--- config.mk ---
export PLATFORM = sky130hd
export DESIGN_NAME = ro_sample_window
export DESIGN_NICKNAME = d
export VERILOG_FILES = /design/src/rtl/ro_sample_window.sv
export SDC_FILE = /design/constraint.sdc
export NUM_CORES = 1
export LEC_CHECK = 0
export ABC_AREA = 1
export ABC_CLOCK_PERIOD_IN_PS = 4019
export BUFFER_PORTS_ARGS = -buffer_cell sky130_fd_sc_hd__buf_2
export CAP_MARGIN = 0
export CORE_MARGIN = 2
export CORE_UTILIZATION = 45
export DETAILED_ROUTE_END_ITERATION = 12
export SYNTH_ARGS = -nofsm -noshare
export SYNTH_HDL_FRONTEND = slang
export SYNTH_SLANG_ARGS = --single-unit
--- constraint.sdc ---
create_clock -name clk -period 4.02 [get_ports clk]
set_clock_uncertainty 0.05 [all_clocks]
set_input_delay 0.402 -clock clk [delete_from_list [all_inputs] [get_ports clk]]
set_output_delay 0.402 -clock clk [all_outputs]
set_load 0.1 [all_outputs]
--- src/rtl/ro_sample_window.sv ---
// rtl/ro_sample_window.sv - windowed ring-oscillator sample accumulator feeding an absorption FIFO
// Build option: define RO_SAMPLE_SATURATE_EN to saturate FIFO words instead of wrapping them.
module ro_sample_window #(
    parameter int ADD_WIDTH  = 19,
    parameter int FIFO_WIDTH = 20,
    parameter int CNT_WIDTH  = 43,
    parameter int ACC_WIDTH  = 32
) (
    input  logic                  clk,
    input  logic                  rst_n,
    input  logic                  go,
    input  logic                  stop,
    input  logic [CNT_WIDTH-1:0]  num_samples,
    input  logic [CNT_WIDTH-1:0]  collect_cycles,
    input  logic                  sum_valid,
    input  logic [ADD_WIDTH-1:0]  sum,
    input  logic                  fifo_full,
    output logic                  fifo_wr_en,
    output logic [FIFO_WIDTH-1:0] fifo_wr_data,
    output logic                  busy,
    output logic                  done,
    output logic                  overflow,
    output logic [15:0]           drop_count
);

    typedef enum logic [1:0] {IDLE, RUN, DONE} state_t;

    localparam logic [ACC_WIDTH-1:0] ACC_MAX = '1;
`ifdef RO_SAMPLE_SATURATE_EN
    localparam logic [ACC_WIDTH-1:0] FIFO_MAX = ACC_WIDTH'({FIFO_WIDTH{1'b1}});
`endif

    state_t                 state;
    logic [CNT_WIDTH-1:0]   ns_lat;
    logic [CNT_WIDTH-1:0]   cc_lat;
    logic [CNT_WIDTH-1:0]   win_cnt;
    logic [CNT_WIDTH-1:0]   smp_cnt;
    logic [ACC_WIDTH-1:0]   acc;
    logic [ACC_WIDTH:0]     acc_wide;
    logic [ACC_WIDTH-1:0]   sample;
    logic [CNT_WIDTH-1:0]   win_last_cnt;
    logic                   win_close;
    logic                   last_sample;
    logic [FIFO_WIDTH-1:0]  sample_fifo;

    always_comb begin
        acc_wide     = {1'b0, acc} + (ACC_WIDTH+1)'(sum_valid ? sum : '0);
        sample       = acc_wide[ACC_WIDTH] ? ACC_MAX : acc_wide[ACC_WIDTH-1:0];
        // A latched window length of 0 behaves as 1, so it closes every cycle.
        win_last_cnt = (cc_lat == '0) ? '0 : cc_lat - CNT_WIDTH'(1);
        win_close    = (win_cnt == win_last_cnt);
        last_sample  = ((smp_cnt + CNT_WIDTH'(1)) == ns_lat);
`ifdef RO_SAMPLE_SATURATE_EN
        sample_fifo  = (sample > FIFO_MAX) ? FIFO_MAX[FIFO_WIDTH-1:0] : sample[FIFO_WIDTH-1:0];
`else
        sample_fifo  = sample[FIFO_WIDTH-1:0];
`endif
    end

    always_ff @(posedge clk or negedge rst_n) begin
        if (!rst_n) begin
            state        <= IDLE;
            ns_lat       <= '0;
            cc_lat       <= '0;
            win_cnt      <= '0;
            smp_cnt      <= '0;
            acc          <= '0;
            fifo_wr_en   <= 1'b0;
            fifo_wr_data <= '0;
            busy         <= 1'b0;
            done         <= 1'b0;
            overflow     <= 1'b0;
            drop_count   <= '0;
        end else begin
            fifo_wr_en <= 1'b0;
            case (state)
                IDLE, DONE: begin
                    if (go) begin
                        ns_lat     <= num_samples;
                        cc_lat     <= collect_cycles;
                        acc        <= '0;
                        win_cnt    <= '0;
                        smp_cnt    <= '0;
                        overflow   <= 1'b0;
                        drop_count <= '0;
                        if (num_samples == '0) begin
                            state <= DONE;
                            busy  <= 1'b0;
                            done  <= 1'b1;
                        end else begin
                            state <= RUN;
                            busy  <= 1'b1;
                            done  <= 1'b0;
                        end
                    end
                end
                RUN: begin
                    // Abort wins over a window closing in the same cycle.
                    if (stop) begin
                        state <= DONE;
                        busy  <= 1'b0;
                        done  <= 1'b1;
                    end else if (win_close) begin
                        acc     <= '0;
                        win_cnt <= '0;
                        smp_cnt <= smp_cnt + CNT_WIDTH'(1);
                        if (fifo_full) begin
                            overflow <= 1'b1;
                            if (drop_count != 16'hFFFF)
                                drop_count <= drop_count + 16'd1;
                        end else begin
                            fifo_wr_en   <= 1'b1;
                            fifo_wr_data <= sample_fifo;
                        end
                        if (last_sample) begin
                            state <= DONE;
                            busy  <= 1'b0;
                            done  <= 1'b1;
                        end
                    end else begin
                        acc     <= sample;
                        win_cnt <= win_cnt + CNT_WIDTH'(1);
                    end
                end
                default: begin
                    state <= IDLE;
                    busy  <= 1'b0;
                    done  <= 1'b0;
                end
            endcase
        end
    end

endmodule
==> Yosys cells after proc, flatten, opt, wreduce, memory -nomap -nowiden <==
Cells that the tools add are included.
{ "word_totals": {"memories": 0, "latchBits": 0, "regBits": 246, "ram_bits": 0, "output_inout_bits": 40, "romBits": 0} }
{ "classes": {"n_lt_le_gt_ge": 0, "n_mux": 47, "reduce_logical": 12, "multipliers": 0, "n_shift": 0, "div_mod_pow": 0, "addsub": 5, "n_bitwise": 2, "eq_ne": 12} }
{ "op_table": {"columns": ["op", "n"], "rows": [
  ["two-way mux 43 bit", 6],
  ["case mux 43 bit (2 select lines)", 2],
  ["two-way mux 32 bit", 4],
  ["adder 43 x 1 -> 43 bit (second input constant)", 2],
  ["== test 43 bit", 2],
  ["zero test 43 bit", 2],
  ["two-way mux 16 bit", 5],
  ["case mux 32 bit (2 select lines)", 1],
  ["subtractor 43 x 1 -> 43 bit (second input constant)", 1],
  ["adder 32 x 19 -> 33 bit", 1],
  ["case mux 16 bit (2 select lines)", 1],
  ["two-way mux 19 bit", 1],
  ["two-way mux 1 bit", 18],
  ["adder 16 x 1 -> 16 bit (second input constant)", 1],
  ["inequality test 16 bit (second input constant)", 1],
  ["two-way mux 2 bit", 5],
  ["inequality test 2 bit (second input constant)", 5],
  ["AND reduction 4 bit", 2],
  ["inequality test 3 bit (second input constant)", 2],
  ["case mux 1 bit (2 select lines)", 3],
  ["AND reduction 3 bit", 2],
  ["AND reduction 6 bit", 1],
  ["AND reduction 5 bit", 1],
  ["case mux 2 bit (2 select lines)", 1],
  ["7 further kinds", 8]
]} }

==> Depth between registers and ports, before layout <==
Gate-level depths: netlist (run 1).
{ "depth": {"word_depth": 6, "ltp_mapped": 23, "ltp_nobuf": 21} }

==> Worst setup path after synthesis (run 1) <==
OpenSTA, ideal clock, no wires.
{ "synth_timing": {"path_type": "flip-flop to flip-flop", "from": "register state[0]", "to": "register win_cnt[23]", "period_less_slack_ns": 3.188, "stages_incl_launch_ff": 13, "n_path_buf": 1, "required_ns": 3.850, "arrival_time_ns": 3.018, "slack_ns": 0.832, "path_cell_list": "dfrtp_1 inv_1 nor2_1 inv_1 nor2_1 nor2_1 inv_1 buf_2 nand3_1 nor4_1 nand4_1 or2_1 and3_1"} }
{ "synth_between": {"elab_chain_cells": 4} }
{ "synth_rtl": {"columns": ["item", "line_no", "source"], "rows": [
  ["start, declared", "33", "state_t state;"],
  ["start signal, assigned", "62", "state <= IDLE;"],
  ["start signal, assigned", "87", "state <= DONE;"],
  ["start signal, assigned", "91", "state <= RUN;"],
  ["== test 2 bit / zero test 2 bit (equally long branches)", "76", "case (state)"],
  ["OR reduction 2 bit", "76", null],
  ["inequality test 2 bit (no source line) / nonzero test 2 bit (equally long branches)", null, null],
  ["AND reduction 3 bit (no source line)", null, null],
  ["end signal, assigned", "122", "win_cnt <= win_cnt + CNT_WIDTH'(1);"],
  ["end, declared", "36", "logic [CNT_WIDTH-1:0] win_cnt;"]
]} }
Parallel ways exist; a longest one is shown, timed or not.
A chain may end at the register's enable or synchronous reset.

==> Worst setup path after layout (run 1) <==
{ "layout_timing": {"from": "register cc_lat[7]", "to": "register fifo_wr_data[8]"} }
{ "layout_between": {"elab_chain_cells": 4} }
{ "layout_rtl": {"columns": ["item", "line_no", "source"], "rows": [
  ["start, declared", "35", "logic [CNT_WIDTH-1:0] cc_lat;"],
  ["start signal, assigned", "80", "cc_lat <= collect_cycles;"],
  ["subtractor 43 x 1 -> 43 bit / zero test 43 bit (equally long branches)", "50", "win_last_cnt = (cc_lat == '0) ? '0 : cc_lat - CNT_WIDTH'(1);"],
  ["two-way mux 43 bit *", "50", null],
  ["== test 43 bit *", "51", "win_close = (win_cnt == win_last_cnt);"],
  ["AND reduction 4 bit (no source line) *", null, null],
  ["end signal, assigned", "113", "fifo_wr_data <= sample_fifo;"],
  ["end, declared", "19", "output logic [FIFO_WIDTH-1:0] fifo_wr_data,"]
]} }
Every way passes the cells marked *; elsewhere a longest branch is shown, timed or not.

==> results of run 1 <==
## layout make-up
| cell class | instances | share of cell area, % |
|---|---|---|
| multi-input cells | 1994 | 47.5 |
| flip-flops and latches | 244 | 30.8 |
| repair buffers | 245 | 8.50 |
| inverters | 271 | 5.13 |
| clock buffers | 37 | 4.02 |
| well taps | 468 | 2.95 |
| clock inverters | 17 | 1.08 |
| diodes | 2 | 0.0252 |
## cell families after synthesis
logic type | after synthesis | synth area share (%)
AND/OR/NAND/NOR | 1623 | 40.7
XOR/XNOR | 93 | 5.16
flip-flops | 244 | 36.2
adder cells (fa/ha/maj) | 24 | 1.83
AO/OA/AOI/OAI | 254 | 8.06
buffers and inverters | 344 | 8.03
## worst max-delay path, cell delays in order (launching register included)
cell,delay (ns)
dfrtp_1,0.43
nor2_1,0.28
nand2_1,0.19
nor2_8,0.24
nand2_4,0.12
nor2_8,0.17
nand2_8,0.21
buf_12,0.26
nand2_1,0.06
nand2_1,0.04
nand2_1,0.09
nand2_1,0.10
nor2_1,0.12
nand3_1,0.11
nor2_1,0.14
nand3_1,0.11
nor2_2,0.28
nand2_1,0.12
inv_1,0.11
buf_12,0.16
nand2_1,0.12
nand2_1,0.08
## power by group
group	leakage (µW)	switching [µW]	internal [µW]	total [µW]
Clock	0.000505	1160	1660	2820
Combinational	0.00609	2640	1160	3800
Sequential	0.00325	424	2890	3320
## per-stage QoR
step | hold WS (ns) | area [µm²] | instances
after floorplan | 0.0564 | 16900 | 2582
after global placement | 0.411 | 18200 | 3162
after detailed placement | 0.410 | 18200 | 3162
after CTS | 0.00145 | 19800 | 3276
after global routing | 0.0145 | 19800 | 3278
final | 0.0130 | 19800 | 3278
## repair_timing
action | 4_1_cts | 5_1_grt
endpoints found under the hold margin | 140 | 0
hold buffers | 60 | 0
gates resized for setup | 0 | 2
buffers inserted | 0 | 0
setup endpoints to repair | 0 | 20
## registers in the layout, summed over array words and instances, names as in the netlist
register,cells
state,1
acc,32
overflow,1
ns_lat,43
smp_cnt,43
fifo_wr_en,1
fifo_wr_data,20
win_cnt,43
done,1
drop_count,16
cc_lat,43
## synth_stat cells (2+ instances only)
cell type and n:
a21boi_0 5, a21oi_1 53, a31oi_1 5, and2_1 4
and3_1 10, buf_1 5, buf_2 17, buf_6 5
clkbuf_1 45, dfrtp_1 244, ha_1 23, inv_1 267
inv_2 3, nand2_1 950, nand2_2 4, nand2_4 3
nand3_1 205, nand3b_1 12, nand4_1 69, nor2_1 275
nor2_2 4, nor2_8 2, nor3_1 42, nor3b_1 2
nor4_1 10, o211ai_1 3, o21ai_0 118, o21ai_1 48
o21ai_2 4, o21bai_1 6, o221ai_1 2, o22ai_1 3
or2_2 19, or4_1 6, xnor2_1 12, xnor3_1 4
xor2_1 77
## layer usage
metal / share of wire, % / up-vias / track usage [%]
met5: 0.10 / - / 0
met4: 2.4 / 8 / 7.16
met3: 6.3 / 74 / 4.29
met2: 44 / 514 / 47.1
met1: 47 / 8040 / 42.1
li1: - / 8675 / -
## path summary, 6_finish.rpt
path	endpoint	slack, ns
worst max-delay path	fifo_wr_data[8]	0.29
worst min register to register	fifo_wr_data[19]	0.43
worst max register to register	fifo_wr_data[8]	0.29
min in group asynchronous	ns_lat[11]	0.40
worst min-delay path	cc_lat[41]	0.01
max in group asynchronous	acc[31]	2.59
==> impl_metrics.toml, run 1 <==
[synthesis]
synth_enable_flop_cells = 0
main_synth_ff_type = "dfrtp_1"
synth_async_sr_flop_share_pct = 100
synth_cells = 2582
synthDominantAreaCellType = "dfrtp_1"
yosys-top-cells-area = "dfrtp_1 36%, nand2_1 21%, nor2_1 6.1%"
synth_warnings = 0
netlist.area_leader.share_pct = 36.2
yosys.cell_types.count = 53
synth.cell_area_um2 = 16900
syn_area_per_cell_um2 = 6.53
ys_ff_latch = 244
yosysSeqAreaShare_pct = 36.2
synth_nets = 2717

[setup_path]
worstPathMaxFanout = 46
cp.required_ns = 4.49
critPathLaunchType = "flip-flop"
r2r_cells = 21
timing.setup.critical_path_class = "flip-flop to flip-flop"
critical_path_arrival_ns = 4.20
crit_path_end_kind = "flip-flop"
crit_start = "cc_lat[7]"
critical_path.reg2reg.startpoint = "cc_lat[7]"

[final_layout]
mostFrequentLayoutCells = "950 x nand2_1, 271 x nor2_1, 266 x inv_1"
fillerInstances = 3730
fin_nets = 2921
drive_above_1_share_pct = 10.0
area_growth_syn_to_layout_pct = 17.7
combined_area_of_the_multi_input_logic_cells_um2 = 9430
most_common_cell_after_layout_fill_and_taps_aside = "nand2_1"
layout.area.seq_um2 = 6110
final_core_utilization_pct = 53.9

[global_routing]
grt_usage_pct = 29.5
grt.overflow.total = 0
wire_length_of_the_first_global_routing_pass_um = 90100
first_global_vias = 16500
antenna_found_initial = 7
maximum_number_of_pins_on_one_net_before_global_route_repair = 95

[clocking]
cts_root_buf = "clkbuf_16"
cts_made_buffers = 30
clockBufferDepth = 3
worst_skew_pair.late_latency_ns = 0.60
h-tree-depth = 1
tritoncts = "done"
cts.reportedPaths.clkPinSlew_ns = 0.07
cts.sink_count = 244

[floorplan]
start_util_pct = 45.8
floorplan.die_area_um2 = 39000
die_width_um = 198
fp.dieH_um = 198
floorplan.io_pins = 151
floorplan.core_area_um2 = 36800
row_count = 70

[timing]
maxSlewHeadroom_pct = 38.4
setup_repair_after_global_routing_missed_its_margin = "false"
report.final.slew_viol_count = 0
post-route-period-util_pct = 92.8
finalSetupViolCount = 0
worst-slew-pin-transition_ns = 0.924
fmaxAchievable_mhz = 268
period_minus_slack_ns = 3.73
hold_viol = 0
finalSetupTns_ns = 0
setup_slack_ns = 0.290

[worst_hold_path]
worstHoldPathCells = 3
worst_hold_path_type = "primary input to flip-flop"
holdCritStartpoint = "collect_cycles[41]"

[power_and_ir_drop]
post_route_total_power_uw = 9930
power_density_nw_per_um2 = 501
peakVddDrop_mv = 0.314
leakagePower_uw = 0.00984

[job]
timing.max_cap.violations = 0

[routing]
drt_iter0_markers = 1200
wl_per_cell_um = 17.4
via_count_of_the_routed_design = 17300
dr.pass1.iters = 6
via_density_per_instance = 5.28
totalWireLength_um = 57000
drcViolationCount = 0
drtAntennaViolNets = 0

[placed_design]
detailed_placement_wirelength_estimate_um = 43800
routabilityCongestion = 0.962
post-place-ws_ns = 0.177
port-buffer-count = 150

[outcome]
status = "finished clean"
(Power assumes the default switching activity.)
==> run 2: changes to the inputs <==
CAP_MARGIN = 20   (was 0)
CELL_PAD_IN_SITES_DETAIL_PLACEMENT = 2   (was not set)
CELL_PAD_IN_SITES_GLOBAL_PLACEMENT = 2   (was not set)
CORE_UTILIZATION = 34   (was 45)
PLACE_DENSITY_LB_ADDON = 0.1   (was not set)
RECOVER_POWER = 100   (was not set)
==> impl_metrics.toml, run 2 (same netlist as run 1, synthesis figures left out) <==
[global_routing]
antenna_found_initial = 9
first_global_vias = 20100
grt_usage_pct = 28.7
maximum_number_of_pins_on_one_net_before_global_route_repair = 93
grt.overflow.total = 0
wire_length_of_the_first_global_routing_pass_um = 114000

[clocking]
h-tree-depth = 2
cts.sink_count = 244
cts_made_buffers = 35
cts.reportedPaths.clkPinSlew_ns = 0.06
cts_root_buf = "clkbuf_16"
clockBufferDepth = 3
tritoncts = "done"
worst_skew_pair.late_latency_ns = 0.55

[final_layout]
layout.area.seq_um2 = 6110
combined_area_of_the_multi_input_logic_cells_um2 = 9460
final_core_utilization_pct = 40.0
area_growth_syn_to_layout_pct = 16.1
mostFrequentLayoutCells = "949 x nand2_1, 267 x nor2_1, 266 x inv_1"
fin_nets = 2880
most_common_cell_after_layout_fill_and_taps_aside = "nand2_1"
drive_above_1_share_pct = 9.15
final_cell_count_no_fill = 3431
fillerInstances = 5996

[job]
timing.max_cap.violations = 1

[setup_path]
critPathLaunchType = "flip-flop"
critical_path_arrival_ns = 4.20
critical_path.reg2reg.startpoint = "cc_lat[10]"
crit_path_end_kind = "flip-flop"
crit_start = "cc_lat[10]"
cp.required_ns = 4.42
worstPathMaxFanout = 65
timing.setup.critical_path_class = "flip-flop to flip-flop"

[power_and_ir_drop]
switching_power_uw = 4650
power_density_nw_per_um2 = 531
swShare_pct = 44.8
pwr-share-comb_pct = 40.0
clk_network_pwr_share_pct = 27.8
cellInternalPower_uw = 5740
power.sequential.fraction_pct = 32.3
peakVddDrop_mv = 0.258
leakagePower_uw = 0.00950

[timing]
post-route-period-util_pct = 94.5
setup_slack_ns = 0.223
fin_worst_hold_slack_ns = 0.0248
report.final.slew_viol_count = 92
hold_viol = 0
worst-slew-pin-transition_ns = 2.97
maxSlewHeadroom_pct = -97.8
finalSetupViolCount = 0
setup_repair_after_global_routing_missed_its_margin = "false"
period_minus_slack_ns = 3.80
fmaxAchievable_mhz = 263

[floorplan]
floorplan.die_area_um2 = 51400
start_util_pct = 34.4
die_width_um = 227
row_count = 81
floorplan.core_area_um2 = 49000
fp.dieH_um = 227
floorplan.io_pins = 151

[routing]
wl_per_cell_um = 21.3
drcViolationCount = 0
drt_iter0_markers = 1001
dr.pass1.iters = 5
via_count_of_the_routed_design = 18100
via_density_per_instance = 5.27
totalWireLength_um = 73000
drtAntennaViolNets = 0

[outcome]
failing_checks = "capacitance limit, slew limit"
status = "finished with violations"

[worst_hold_path]
holdCritStartpoint = "collect_cycles[19]"
worst_hold_path_type = "primary input to flip-flop"

[placed_design]
port-buffer-count = 150
detailed_placement_wirelength_estimate_um = 55600
placed_cells = 3363
post-place-ws_ns = -0.00456
routabilityCongestion = 0.924
[run 2: cell types whose count changed in the layout (fill, tap and decap cells not counted), moves of 8 or more]
cell	previous run	this run
clkbuf_1	5	48
o21ai_0	118	128
buf_2	149	111
o21ai_1	48	40
dlygate4sd3_1	60	5
[run 2: power by group through the flow]
| stage | Combinational (µW) | Clock, µW | Sequential (µW) |
|---|---|---|---|
| floorplan | 2510 | 0 | 3350 |
| global placement | 3920 | 0 | 3350 |
| detailed placement | 4060 | 0 | 3370 |
| CTS | 4140 | 2970 | 3350 |
| global route | 4620 | 3050 | 3410 |
| finish | 4150 | 2890 | 3350 |
[run 2: worst max-delay path, stage by stage (launching register included)]
cell,delay [ns]
dfrtp_1,0.44
nor2_1,0.25
nand2_1,0.25
nor2_4,0.22
nand2_4,0.11
nor2_8,0.15
nand2_4,0.10
buf_12,0.23
nand2_1,0.09
nand2_1,0.06
nand2_1,0.16
nand3_1,0.12
nor2_1,0.10
nand3_1,0.09
nor2_1,0.13
nand3_2,0.16
a21boi_0,0.38
buf_2,0.37
nand2_1,0.10
o21ai_0,0.09
[run 2: path summary, 6_finish.rpt]
check | end | slack, ns | cells past startpoint
max | drop_count[4] | 0.22 | 19
max in group asynchronous | win_cnt[6] | 0.52 | 3
min in group asynchronous | ns_lat[10] | 1.26 | 2
min | cc_lat[19] | 0.02 | 3
max reg2reg | drop_count[4] | 0.22 | 19
min reg2reg | fifo_wr_data[14] | 0.43 | 2
[run 2: routing by layer]
layer	GRT usage (%)	part of all wire, %	up-vias
li1	-	-	8559
met1	37.5	46	9114
met2	48.8	48	292
met3	4.35	3.6	109
met4	8.55	2.6	10
met5	0	0.097	-
[run 2: area by class of cell]
class,instances,share of cell area (%)
flip-flops and latches,244,31.2
repair buffers,199,5.76
diodes,3,0.0384
multi-input cells,1994,48.3
inverters,271,5.20
well taps,664,4.25
clock inverters,8,0.243
clock buffers,48,4.98
[run 2: what timing repair did]
item,CTS,global route
resized for setup,2,13
endpoints found under the hold margin,92,0
pin swaps,0,1
endpoints found under the setup margin,15,128
hold buffers,5,0
buffers inserted,0,2
cloned,0,2
[run 2: metrics by stage]
stage	setup TNS [ns]	area, µm²	total power, µW
after floorplan	0	16900	5860
after global placement	0	18500	7270
after detailed placement	-0.00456	18500	7430
after CTS	0	19600	10500
after global routing	0	19600	11100
final	0	19600	10400
==> run 3: changes to the inputs <==
CELL_PAD_IN_SITES_DETAIL_PLACEMENT = 0   (was 2)
CELL_PAD_IN_SITES_GLOBAL_PLACEMENT = 1   (was 2)
CORE_UTILIZATION = 43   (was 34)
HOLD_SLACK_MARGIN = 0.06   (was not set)
==> impl_metrics.toml, run 3 (same netlist as run 1, synthesis figures left out) <==
[clocking]
cts.reportedPaths.clkPinSlew_ns = 0.06
cts_made_buffers = 31
cts_root_buf = "clkbuf_16"
cts.sink_count = 244
tritoncts = "done"
post_cts_buffers = 0
worst_skew_pair.late_latency_ns = 0.60
clockBufferDepth = 3
h-tree-depth = 1

[placed_design]
placed_cells = 3209
post-place-ws_ns = 0.141
detailed_placement_wirelength_estimate_um = 43400
port-buffer-count = 150
routabilityCongestion = 0.942

[timing]
post-route-period-util_pct = 92.2
period_minus_slack_ns = 3.71
worst-slew-pin-transition_ns = 3.02
report.final.slew_viol_count = 206
maxSlewHeadroom_pct = -102
fmaxAchievable_mhz = 270
hold_viol = 0
setup_slack_ns = 0.314
setup_repair_after_global_routing_missed_its_margin = "false"
finalSetupViolCount = 0
finalSetupTns_ns = 0

[routing]
dr.pass1.iters = 6
drt_iter0_markers = 1296
via_count_of_the_routed_design = 17400
drcViolationCount = 0
totalWireLength_um = 58000
wl_per_cell_um = 17.3
drtAntennaViolNets = 0
via_density_per_instance = 5.17

[setup_path]
critical_path.reg2reg.startpoint = "cc_lat[15]"
worstPathMaxFanout = 29
r2r_cells = 20
critical_path_arrival_ns = 4.14
reg2reg_to = "fifo_wr_data[19]"
crit_path_end_kind = "flip-flop"
critPathLaunchType = "flip-flop"
setup.reg_to_reg.worst_slack_ns = 0.31
timing.setup.critical_path_class = "flip-flop to flip-flop"
crit_start = "cc_lat[15]"
cp.required_ns = 4.45
worstSetupEndpoint = "fifo_wr_data[19]"

[power_and_ir_drop]
power_density_nw_per_um2 = 501
peakVddDrop_mv = 0.346
power.sequential.fraction_pct = 32.9
leakagePower_uw = 0.00978
pwr-share-comb_pct = 37.8
cellInternalPower_uw = 5800
clk_network_pwr_share_pct = 29.2
switching_power_uw = 4280
swShare_pct = 42.4
post_route_total_power_uw = 10100

[floorplan]
row_count = 72
start_util_pct = 43.6
die_width_um = 202
floorplan.die_area_um2 = 40800
floorplan.io_pins = 151
fp.dieH_um = 202
floorplan.core_area_um2 = 38600

[global_routing]
first_global_vias = 16900
wire_length_of_the_first_global_routing_pass_um = 92300
antenna_found_initial = 5
grt.overflow.total = 0
maximum_number_of_pins_on_one_net_before_global_route_repair = 113
grt_usage_pct = 28.4

[outcome]
failing_checks = "capacitance limit, slew limit"
status = "finished with violations"

[final_layout]
fin_nets = 2944
area_growth_syn_to_layout_pct = 19.3
drive_above_1_share_pct = 8.36
most_common_cell_after_layout_fill_and_taps_aside = "nand2_1"
final_cell_count_no_fill = 3354
mostFrequentLayoutCells = "950 x nand2_1, 272 x nor2_1, 266 x inv_1"
final_core_utilization_pct = 52.1

[worst_hold_path]
worst_hold_path_type = "primary input to flip-flop"
worstHoldPathCells = 4

[job]
timing.max_cap.violations = 3
==> run 3: area by class of cell <==
| cell class | count | area, µm² |
|---|---|---|
| Antenna cell | 2 | 5.00 |
| Clock buffer | 42 | 887 |
| Clock inverter | 16 | 186 |
| Fill cell | 3964 | 18500 |
| Inverter | 271 | 1020 |
| Multi-Input combinational cell | 1994 | 9410 |
| Sequential cell | 244 | 6110 |
| Tap cell | 518 | 648 |
| Timing Repair Buffer | 267 | 1860 |
==> run 3: power by group through the flow <==
stage,combinational (µW),sequential [µW],clock [µW]
after floorplan,2510,3350,0
after global placement,3740,3350,0
after detailed placement,3750,3340,0
after CTS,3840,3310,3000
after global routing,4280,3370,3090
final,3810,3320,2950
==> run 3: how the worst min path moves through the flow <==
stage | slack [ns] | end | start
floorplan | 0.06 | acc[0] | rst_n
global placement | 0.41 | fifo_wr_data[17] | fifo_wr_data[17]
detailed placement | 0.41 | fifo_wr_data[4] | fifo_wr_data[4]
CTS | 0.06 | ns_lat[40] | num_samples[40]
global route | 0.1 | done | go
finish | 0.08 | done | go
==> run 3: critical path, cell delays in order (launching register included) <==
cell and delay (ns):
dfrtp_1 0.46, nor2_2 0.26, nand2_1 0.22, nor2_4 0.24
nand2_4 0.13, nor2_8 0.18, nand2_8 0.17, buf_4 0.27
nand2_1 0.07, nand2_1 0.06, nand2_1 0.14, nand2_1 0.08
nor2_1 0.09, nand2_1 0.05, nor2_1 0.12, nand3_1 0.10
nor2_2 0.29, nand2_1 0.13, buf_2 0.28, nand2_1 0.11
nand2_1 0.06
==> run 3: timing repair <==
| action | CTS | global route |
|---|---|---|
| endpoints found under the hold margin | 193 | 1 |
| setup endpoints to repair | 0 | 84 |
| resized for setup | 0 | 3 |
| hold buffers | 84 | 1 |
==> run 3: routing by layer <==
layer	track usage, %	up-vias	wire (µm)
met3	4.00	75	3310
met2	45.6	472	25800
li1	-	8702	-
met1	40.8	8100	27600
met5	0	-	21
met4	6.14	4	1280
==> run 3: per-stage QoR <==
step	area, µm²	hold slack (ns)
floorplan	16900	0.0564
global placement	18300	0.413
detailed placement	18300	0.411
CTS	20200	0.0603
global route	20100	0.0959
finish	20100	0.0769
